## config.mk

```make
export PLATFORM = sky130hd
export DESIGN_NAME = if_stage
export DESIGN_NICKNAME = d
export VERILOG_FILES = /design/src/rtl/if_stage.sv
export SDC_FILE = /design/constraint.sdc
export NUM_CORES = 1
export LEC_CHECK = 0
export ABC_AREA = 1
export CAP_MARGIN = 20
export CORE_ASPECT_RATIO = 0.6
export CORE_MARGIN = 5
export CORE_UTILIZATION = 41
export CTS_CLUSTER_SIZE = 28
export DETAILED_ROUTE_END_ITERATION = 7
export GPL_TIMING_DRIVEN = 0
export PLACE_DENSITY_LB_ADDON = 0.3
export SLEW_MARGIN = 30
export SYNTH_ARGS = -nofsm -noshare
export SYNTH_HDL_FRONTEND = slang
export SYNTH_SLANG_ARGS = --single-unit
```

## constraint.sdc

```tcl
create_clock -name clk -period 1.2 [get_ports clk]
set_input_delay 0.24 -clock clk [delete_from_list [all_inputs] [get_ports clk]]
set_output_delay 0.24 -clock clk [all_outputs]
set_load 0.01 [all_outputs]
```

## src/rtl/if_stage.sv

```systemverilog
// if_stage: instruction fetch with PC, IF/ID register, stall, redirect flush and HALT detection
module if_stage #(
    parameter int ADDR_W = 8,
    parameter int INST_W = 16,
    parameter logic [ADDR_W-1:0] RESET_PC = 8'h00,
    parameter logic [4:0] HALT_OP = 5'b11111
) (
    input  logic              clk,
    input  logic              rst,
    output logic [ADDR_W-1:0] imem_addr,
    input  logic [INST_W-1:0] imem_data,
    input  logic              stall,
    input  logic              redirect_en,
    input  logic [ADDR_W-1:0] redirect_pc,
    output logic [INST_W-1:0] ifid_inst,
    output logic [ADDR_W-1:0] ifid_pc,
    output logic [ADDR_W-1:0] ifid_pc_plus1,
    output logic              ifid_valid,
    output logic              halted,
    output logic [15:0]       fetch_cnt
);
    localparam logic [0:0] RUN = 1'b0;
    localparam logic [0:0] HALTED = 1'b1;
    logic [0:0]        state;
    logic [ADDR_W-1:0] pc;
    logic [ADDR_W-1:0] pc_next;
    logic              is_halt;
    assign imem_addr = pc;
    assign halted = state == HALTED;
    assign pc_next = pc + 1'b1;
    assign is_halt = imem_data[INST_W-1:INST_W-5] == HALT_OP;
    always_ff @(posedge clk) begin
        if (rst) begin
            pc <= RESET_PC;
            ifid_inst <= '0;
            ifid_pc <= '0;
            ifid_pc_plus1 <= '0;
            ifid_valid <= 1'b0;
            state <= RUN;
            fetch_cnt <= '0;
        end else if (redirect_en) begin
            pc <= redirect_pc;
            ifid_valid <= 1'b0;
            state <= RUN;
        end else if (!stall) begin
            if (state == RUN) begin
                ifid_inst <= imem_data;
                ifid_pc <= pc;
                ifid_pc_plus1 <= pc_next;
                ifid_valid <= 1'b1;
                fetch_cnt <= fetch_cnt + 16'd1;
                // the HALT itself is delivered; PC parks on it
                if (is_halt) state <= HALTED;
                else pc <= pc_next;
            end else begin
                ifid_valid <= 1'b0;
            end
        end
    end
endmodule

```

# --- Word-level counts from Yosys, hierarchy flattened ---
# Cells that the tools add are included.
word_totals:
  regBits: 58
  wordCells: 26
op_classes:
  add_sub_neg: 2
  eq_ne: 4
  n_mux: 7
  bitwise: 3
  reduce_logical: 3
ops:
  columns: ["operator", "count"]
  rows:
  - ["2-to-1 mux 8 bit", 4]
  - ["adder 16 x 1 -> 16 bit, second input constant", 1]
  - ["adder 8 x 1 -> 8 bit, second input constant", 1]
  - ["AND reduction 3 bit", 2]
  - ["equality test 5 bit, second input constant", 1]
  - ["!= test 2 bit, second input constant", 2]
  - ["2-to-1 mux 1 bit", 3]
  - ["NOT 1 bit", 3]
  - ["!= test 2 x 1 -> 1 bit, second input constant", 1]
  - ["OR reduction 2 bit", 1]

# --- Depth between registers and ports, before layout ---
# Gate-level depths: netlist of the first run.
logic_depth:
  ltp_word: 5
  depth_mapped: 10
  mapped_depth_nobuf: 10

# --- Worst setup path after synthesis of the first run ---
# Ideal clock, no wire load.
synth_path:
  kind: "register to register"
  start: "register pc[0] (netlist: imem_addr[0])"
  end: "register pc[6] (netlist: imem_addr[6])"
  setup_ns: 0.128
  t_arrival_ns: 1.146
  required_ns: 1.072
  path_slack_ns: -0.074
  stages_incl_launch_ff: 11
  path_cell_list: "dfxtp_1 > ha_1 > nand2_1 > inv_1 > nand2_1 > nor2_1 > nand2_1 > nand2_1 > nor2_1 > nor2_1 > nor2_1"
synth_between:
  elab_chain_cells: 5
synth_lines:
  columns: ["element", "line", "rtl"]
  rows:
  - ["start: declaration", "25", "logic [ADDR_W-1:0] pc;"]
  - ["start signal: assignment", "42", "pc <= redirect_pc;"]
  - ["start signal: assignment", "54", "else pc <= pc_next;"]
  - ["adder 8 x 1 -> 8 bit", "30", "assign pc_next = pc + 1'b1;"]
  - ["2-to-1 mux 8 bit", "53", "if (is_halt) state <= HALTED;"]
  - ["2-to-1 mux 8 bit", "46", "if (state == RUN) begin"]
  - ["2-to-1 mux 8 bit", "45", "end else if (!stall) begin"]
  - ["2-to-1 mux 8 bit", "41", "end else if (redirect_en) begin"]
# No other way between the ends. The select of a mux whose other input is x is not followed.
# A chain may end at the register's enable or synchronous reset.

# --- Worst setup path after layout of the first run ---
# Ends and elaborated chain as after synthesis.

==> results of run 1 <==
[through the flow]
step	utilization	total power, µW
6_report	0.688	5000
5_1_grt	0.688	5160
4_1_cts	0.648	4940
3_5_place_dp	0.578	2780
3_3_place_gp	0.578	2760
2_1_floorplan	-	2410
[placed cells by master (no fill, tap or decap), types with 2 or more instances in the layout]
cell and count:
a21oi_1 15, a21oi_2 3, and3_1 2, buf_2 13, buf_4 27, buf_6 6, bufinv_16 3, clkbuf_2 12
clkbuf_4 4, clkbuf_8 9, clkdlybuf4s15_1 21, clkdlybuf4s15_2 14, clkdlybuf4s50_1 20, clkinvlp_4 3, dfxtp_1 32, dfxtp_2 7
dfxtp_4 19, dlygate4sd2_1 6, dlymetal6s2s_1 2, ha_4 2, inv_1 30, inv_2 3, nand2_1 50, nand2_2 9
nand2_4 4, nand3_1 14, nand3_2 4, nand4_1 7, nor2_1 72, nor2_2 3, nor2_4 10, nor3_1 2
o21a_1 2, o21ai_0 23, o21ai_1 9, o21ai_2 2, xor2_1 2, xor2_2 2
[what timing repair did]
action / CTS / global route
buffers inserted: 8 / 18
pin swaps: 14 / 27
endpoints found under the setup margin: 114 / 87
hold buffers: 0 / 0
cloned: 0 / 1
resized for setup: 199 / 89
[cells in the mapped netlist (2+ instances only)]
cell type / instances / area (µm²)
nor3b_2: 2 / 25.0
o21ai_0: 33 / 165
nor2_1: 78 / 293
inv_1: 32 / 120
buf_2: 10 / 50.1
clkbuf_1: 2 / 7.51
and3_1: 2 / 12.5
nand3_1: 18 / 90.1
dfxtp_1: 58 / 1160
o21a_1: 2 / 15.0
a21oi_1: 18 / 90.1
inv_2: 2 / 7.51
nor2_4: 6 / 67.6
nor3_1: 2 / 10.0
ha_1: 2 / 25.0
nand2_1: 58 / 218
nand2_2: 5 / 31.3
buf_1: 2 / 7.51
xor2_1: 4 / 35.0
nand4_1: 7 / 43.8
[worst min path at each step]
stage                                             start                            end  slack (ns)  depth (start not counted)
after detailed placement        ifid_valid$_SDFFE_PP0N_        ifid_valid$_SDFFE_PP0N_        0.46                          2
final                                     imem_data[14]     ifid_inst[14]$_SDFFE_PP0P_        0.23                          3
after global placement    ifid_pc_plus1[0]$_SDFFE_PP0P_  ifid_pc_plus1[0]$_SDFFE_PP0P_        0.46                          2
after floorplan                                   stall        ifid_valid$_SDFFE_PP0N_        0.38                          2
after global routing                      imem_data[14]     ifid_inst[14]$_SDFFE_PP0P_        0.24                          3
after CTS                                 imem_data[11]     ifid_inst[11]$_SDFFE_PP0P_        0.31                          3
[state kept, by name (all words and copies together) (netlist names)]
register       cells
fetch_cnt         16
ifid_inst         16
ifid_pc            8
ifid_pc_plus1      8
imem_addr          8
halted             1
ifid_valid         1
[routing by layer]
| layer | up-vias | wire length [µm] | global-route usage | part of all wire |
|---|---|---|---|---|
| met5 | - | 0 | 0 | 0 |
| met4 | 0 | 85 | 0.0573 | 0.010 |
| met3 | 12 | 705 | 0.0667 | 0.084 |
| met2 | 117 | 3670 | 0.286 | 0.44 |
| met1 | 1330 | 3930 | 0.261 | 0.47 |
| li1 | 1386 | - | - | - |
[kinds of logic after synthesis]
| kind of cell | after synthesis | synth area share |
|---|---|---|
| adder cells (fa/ha/maj) | 2 | 0.00974 |
| AND/OR/NAND/NOR | 182 | 0.319 |
| flip-flops | 58 | 0.452 |
| AO/OA/AOI/OAI | 60 | 0.125 |
| buffers and inverters | 49 | 0.0779 |
| XOR/XNOR | 5 | 0.0170 |
[report_power, final]
part	total (µW)	switching, µW	leakage [µW]	internal, µW
clock network	2230	854	0.000111	1370
registers	2080	82.1	0.000492	1990
logic	692	351	0.00128	341
[area by class of cell]
type	count	area, µm²
Timing Repair Buffer	112	988
Sequential cell	58	1240
Tap cell	84	105
Clock buffer	9	124
Multi-Input combinational cell	249	1390
Clock inverter	7	118
Buffer	14	103
Fill cell	486	1910
Inverter	34	130
[worst max-delay path: cells and delay by family (launching register included)]
kind	cells	cell delay (ns)
flops	1	0.40
simple gates	8	0.55
fa+ha+maj	1	0.16
buf+inv	1	0.05
==> results.json, run 1 <==
{
  "cp.arrival_ns": 1.51,
  "grt_pass1_wl_um": 12200,
  "drc": 0,
  "fin_crit_ns": 1.28,
  "ant_nets": 0,
  "final.setup_skew_ns": 0.00838,
  "violations": "setup timing",
  "r2r-start": "imem_addr[0]$_SDFFE_PP0P_",
  "finalSetupTns_ns": -0.265,
  "cts_tree": "yes",
  "yosysSeqAreaShare": 0.452,
  "maxSlewViolCount": 0,
  "port_buffers": 85,
  "clock_latency_ns": 0.35,
  "critPathKind": "reg2reg",
  "clkTransAtPathRegs_ns": 0.07,
  "clock.fmax_mhz": 784,
  "end_kind": "register",
  "cts_buffers": 9,
  "synth-edff-count": 0,
  "setup_viol": 14,
  "dr.pass1.iters": 4,
  "dp_slack_ns": -0.608,
  "static-leakage-power_uw": 0.00189,
  "grt_antenna_before_repair": 0,
  "post-route-period-util": 1.06,
  "cap_violations": 0,
  "drive_gt1_frac": 0.348,
  "setup_ws_ns": -0.0754,
  "cts_buffer_depth": 2,
  "fin_cells": 567,
  "htree_levels": 3,
  "critPathMaxFanout": 6,
  "worstSetupEndpoint": "imem_addr[6]$_SDFFE_PP0P_",
  "r2r_end": "imem_addr[6]$_SDFFE_PP0P_",
  "yosys_warnings": 0,
  "cpMaxStageDelayCell": "dfxtp_4",
  "die-area_um2": 8000,
  "tightest_slew_ns": 0.321,
  "startpoint": "imem_addr[0]$_SDFFE_PP0P_",
  "peakVddDrop_mv": 0.646,
  "die_h_um": 71.3,
  "post_dp_cell_area_um2": 3530,
  "core_area_um2": 6110,
  "hold_slack_ns": 0.226,
  "grt_max_degree": 12,
  "root_buffer": "clkbuf_8",
  "path_common_cell": "nor2_1",
  "grt_overflow_total": 0,
  "r2r_slack_ns": -0.08,
  "r2r_cells": 10,
  "async_flop_share": 0,
  "status": "finished, violations left",
  "wire_per_inst_um": 14.8,
  "worstPathRequired_ns": 1.44,
  "postSynthCellCount": 356,
  "hold_path_class": "in2reg",
  "finalHoldViolations": 0,
  "fin_nets": 508,
  "power_density_nw_per_um2": 1190,
  "dp_hpwl_um": 5700,
  "numPlacedInstances": 525,
  "netlist_area_um2": 2570,
  "syn_nets": 386,
  "rsz0062_at_grt": "true",
  "initial_core_util": 0.421,
  "slew_headroom": 0.786,
  "ys_ff_latch": 58,
  "start_kind": "register",
  "critical_path.cell_chain": "ha_4 -> nand2_4 -> inv_2 -> nand2_2 -> nor2_1 -> nand2_1 -> nand2_2 -> nor2_1 -> nor2_1 -> nor2_1",
  "synthFlopType": "dfxtp_1",
  "synth.distinct_cells": 33,
  "gp_congestion": 0.882,
  "grt.total_usage": 0.191,
  "die_x_um": 112,
  "grt_pass1_vias": 2503,
  "clock-sinks": 58,
  "placementRows": 22,
  "antenna_cells": 0,
  "pin_count": 86,
  "syn_area_per_cell_um2": 7.22,
  "synthToLayoutAreaGrowth_pct": 63.5,
  "wirelength_um": 8390,
  "num_vias": 2845,
  "drt_iter0_drc": 168,
  "slowest_delay_ns": 0.40,
  "vias_per_cell": 5.02,
  "final_area_um2": 4200
}
(Power assumes the default switching activity.)
==> run 2: changes to the inputs <==
--- a/config.mk
+++ b/config.mk
@@ -10,6 +10,7 @@
 export CORE_ASPECT_RATIO = 0.6
 export CORE_MARGIN = 5
 export CORE_UTILIZATION = 41
+export CTS_CLUSTER_DIAMETER = 80
 export CTS_CLUSTER_SIZE = 28
 export DETAILED_ROUTE_END_ITERATION = 7
 export GPL_TIMING_DRIVEN = 0
==> results of run 2 <==
No change in the layout: final DEF, timing and power equal those of run 1.
==> run 3: changes to the inputs <==
==> constraint.sdc (replaced) <==
create_clock -name clk -period 1.2 [get_ports clk]
set_input_delay 0.12 -clock clk [delete_from_list [all_inputs] [get_ports clk]]
set_output_delay 0.12 -clock clk [all_outputs]
set_load 0.01 [all_outputs]
==> results.json, run 3 (synthesized netlist as in run 1, its figures left out) <==
{
  "status": "finished, violations left",
  "violations": "setup timing",
  "port_buffers": 85,
  "slew_headroom": 0.710,
  "p_seq_frac": 0.419,
  "clkTransAtPathRegs_ns": 0.07,
  "switchingPower_uw": 1280,
  "layout_common_cells": "nor2_1 (72), dlygate4sd2_1 (57), nand2_1 (50)",
  "finalSetupTns_ns": -1.05,
  "synthToLayoutAreaGrowth_pct": 60.3,
  "grt_antenna_before_repair": 0,
  "grt_pass1_vias": 2524,
  "grt_pass1_wl_um": 12400,
  "power_density_nw_per_um2": 1210,
  "peakVddDrop_mv": 0.625,
  "setup_viol": 19,
  "die-area_um2": 8000,
  "drc": 0,
  "initial_core_util": 0.421,
  "final_common_cell": "nor2_1",
  "num_vias": 2853,
  "root_buffer": "clkbuf_8",
  "static-leakage-power_uw": 0.00196,
  "rsz0062_at_grt": "true",
  "die_h_um": 71.3,
  "fin_nets": 497,
  "critPathMaxFanout": 6,
  "post-route-period-util": 1.08,
  "grt_overflow_total": 0,
  "setup_ws_ns": -0.0990,
  "cts_tree": "yes",
  "vias_per_cell": 5.13,
  "start_kind": "register",
  "cp.arrival_ns": 1.52,
  "final_util": 0.674,
  "end_kind": "register",
  "wirelength_um": 8470,
  "ant_nets": 0,
  "clock-sinks": 58,
  "dr.pass1.iters": 5,
  "swShare": 0.257,
  "core_area_um2": 6110,
  "p_int_uw": 3710,
  "final.setup_skew_ns": 0.00541,
  "htree_levels": 3,
  "critPathKind": "reg2reg",
  "worstPathRequired_ns": 1.43,
  "top_regs": "fetch_cnt (16), ifid_inst (16)",
  "pwr-share-clk": 0.443,
  "cts_buffer_depth": 2,
  "placementRows": 22,
  "cap_violations": 0,
  "tightest_slew_ns": 0.434,
  "clock_latency_ns": 0.34,
  "drive_gt1_frac": 0.250,
  "maxSlewViolCount": 0,
  "drt_iter0_drc": 179,
  "dp_hpwl_um": 5700,
  "finalPower_uw": 5000,
  "numPlacedInstances": 525,
  "clock.fmax_mhz": 770,
  "pin_count": 86,
  "wire_per_inst_um": 15.2,
  "grt.total_usage": 0.194,
  "fin_crit_ns": 1.30,
  "grt_max_degree": 12,
  "die_x_um": 112,
  "antenna_cells": 0,
  "gp_congestion": 0.882,
  "cts_buffers": 9,
  "fin_cells": 556,
  "power_frac_comb": 0.139,
  "finalHoldViolations": 0,
  "hold_path_class": "in2reg"
}
## run 3: changes by cell type in the layout (fill, tap and decap cells not counted), moves of 2 or more
cell and change:
buf_2 -8, clkbuf_2 -10, clkdlybuf4s50_1 +4, dlygate4sd2_1 +51, dfxtp_1 +7, o21ai_0 -10
clkdlybuf4s15_1 -21, o21ai_1 +9, dfxtp_4 -10, inv_2 +2, clkdlybuf4s15_2 -14, dfxtp_2 +3
buf_4 -13, clkbuf_4 -3
## run 3: final timing paths
| path | startpoint | end | slack (ns) | cells after the start |
|---|---|---|---|---|
| worst min-delay path | imem_data[12] | ifid_inst[12]$_SDFFE_PP0P_ | 0.15 | 3 |
| worst min register to register | ifid_pc_plus1[0]$_SDFFE_PP0P_ | ifid_pc_plus1[0]$_SDFFE_PP0P_ | 0.46 | 2 |
| worst max-delay path | imem_addr[0]$_SDFFE_PP0P_ | imem_addr[6]$_SDFFE_PP0P_ | -0.1 | 10 |
| worst max register to register | imem_addr[0]$_SDFFE_PP0P_ | imem_addr[6]$_SDFFE_PP0P_ | -0.1 | 10 |
## run 3: metal layers
metal | global-route usage | part of all wire
met3 | 0.0692 | 0.099
met4 | 0.0587 | 0.012
met5 | 0 | 0
met2 | 0.293 | 0.44
met1 | 0.261 | 0.45
## run 3: power by group through the flow
| stage | combinational, µW | sequential, µW | clock [µW] |
|---|---|---|---|
| finish | 692 | 2090 | 2210 |
| global route | 751 | 2100 | 2300 |
| CTS | 622 | 2090 | 2230 |
| detailed placement | 641 | 2140 | 0 |
| global placement | 625 | 2130 | 0 |
| floorplan | 245 | 2170 | 0 |
## run 3: layout make-up
type / count / area, µm²
repair buffers: 100 / 918
inverters: 34 / 128
clock buffers: 9 / 124
clock inverters: 7 / 118
plain buffers: 14 / 105
well taps: 84 / 105
multi-input cells: 250 / 1420
fillers: 505 / 1990
flip-flops and latches: 58 / 1210
## run 3: timing repair
action | CTS | global route
pin swaps | 12 | 22
endpoints found under the hold margin | 0 | 0
buffers inserted | 5 | 10
resized for setup | 103 | 71
hold buffers | 0 | 0
gates cloned | 1 | 1
setup endpoints to repair | 97 | 55
## run 3: critical path, cell delays in order (launching register included)
cell	delay [ns]
dfxtp_4	0.40
ha_4	0.17
nand2_4	0.06
inv_2	0.05
nand2_2	0.05
nor2_1	0.12
nand2_1	0.08
nand2_2	0.07
nor2_1	0.04
nor2_1	0.10
nor2_1	0.05
## run 3: metrics by stage
step	hold WS [ns]	setup WS, ns	cell area, µm²
3_5_place_dp	0.457	-0.488	3530
5_1_grt	0.161	-0.172	4120
2_1_floorplan	0.258	0.000567	2580
3_3_place_gp	0.455	-0.470	3530
6_report	0.155	-0.0990	4120
4_1_cts	0.382	-0.0411	3880
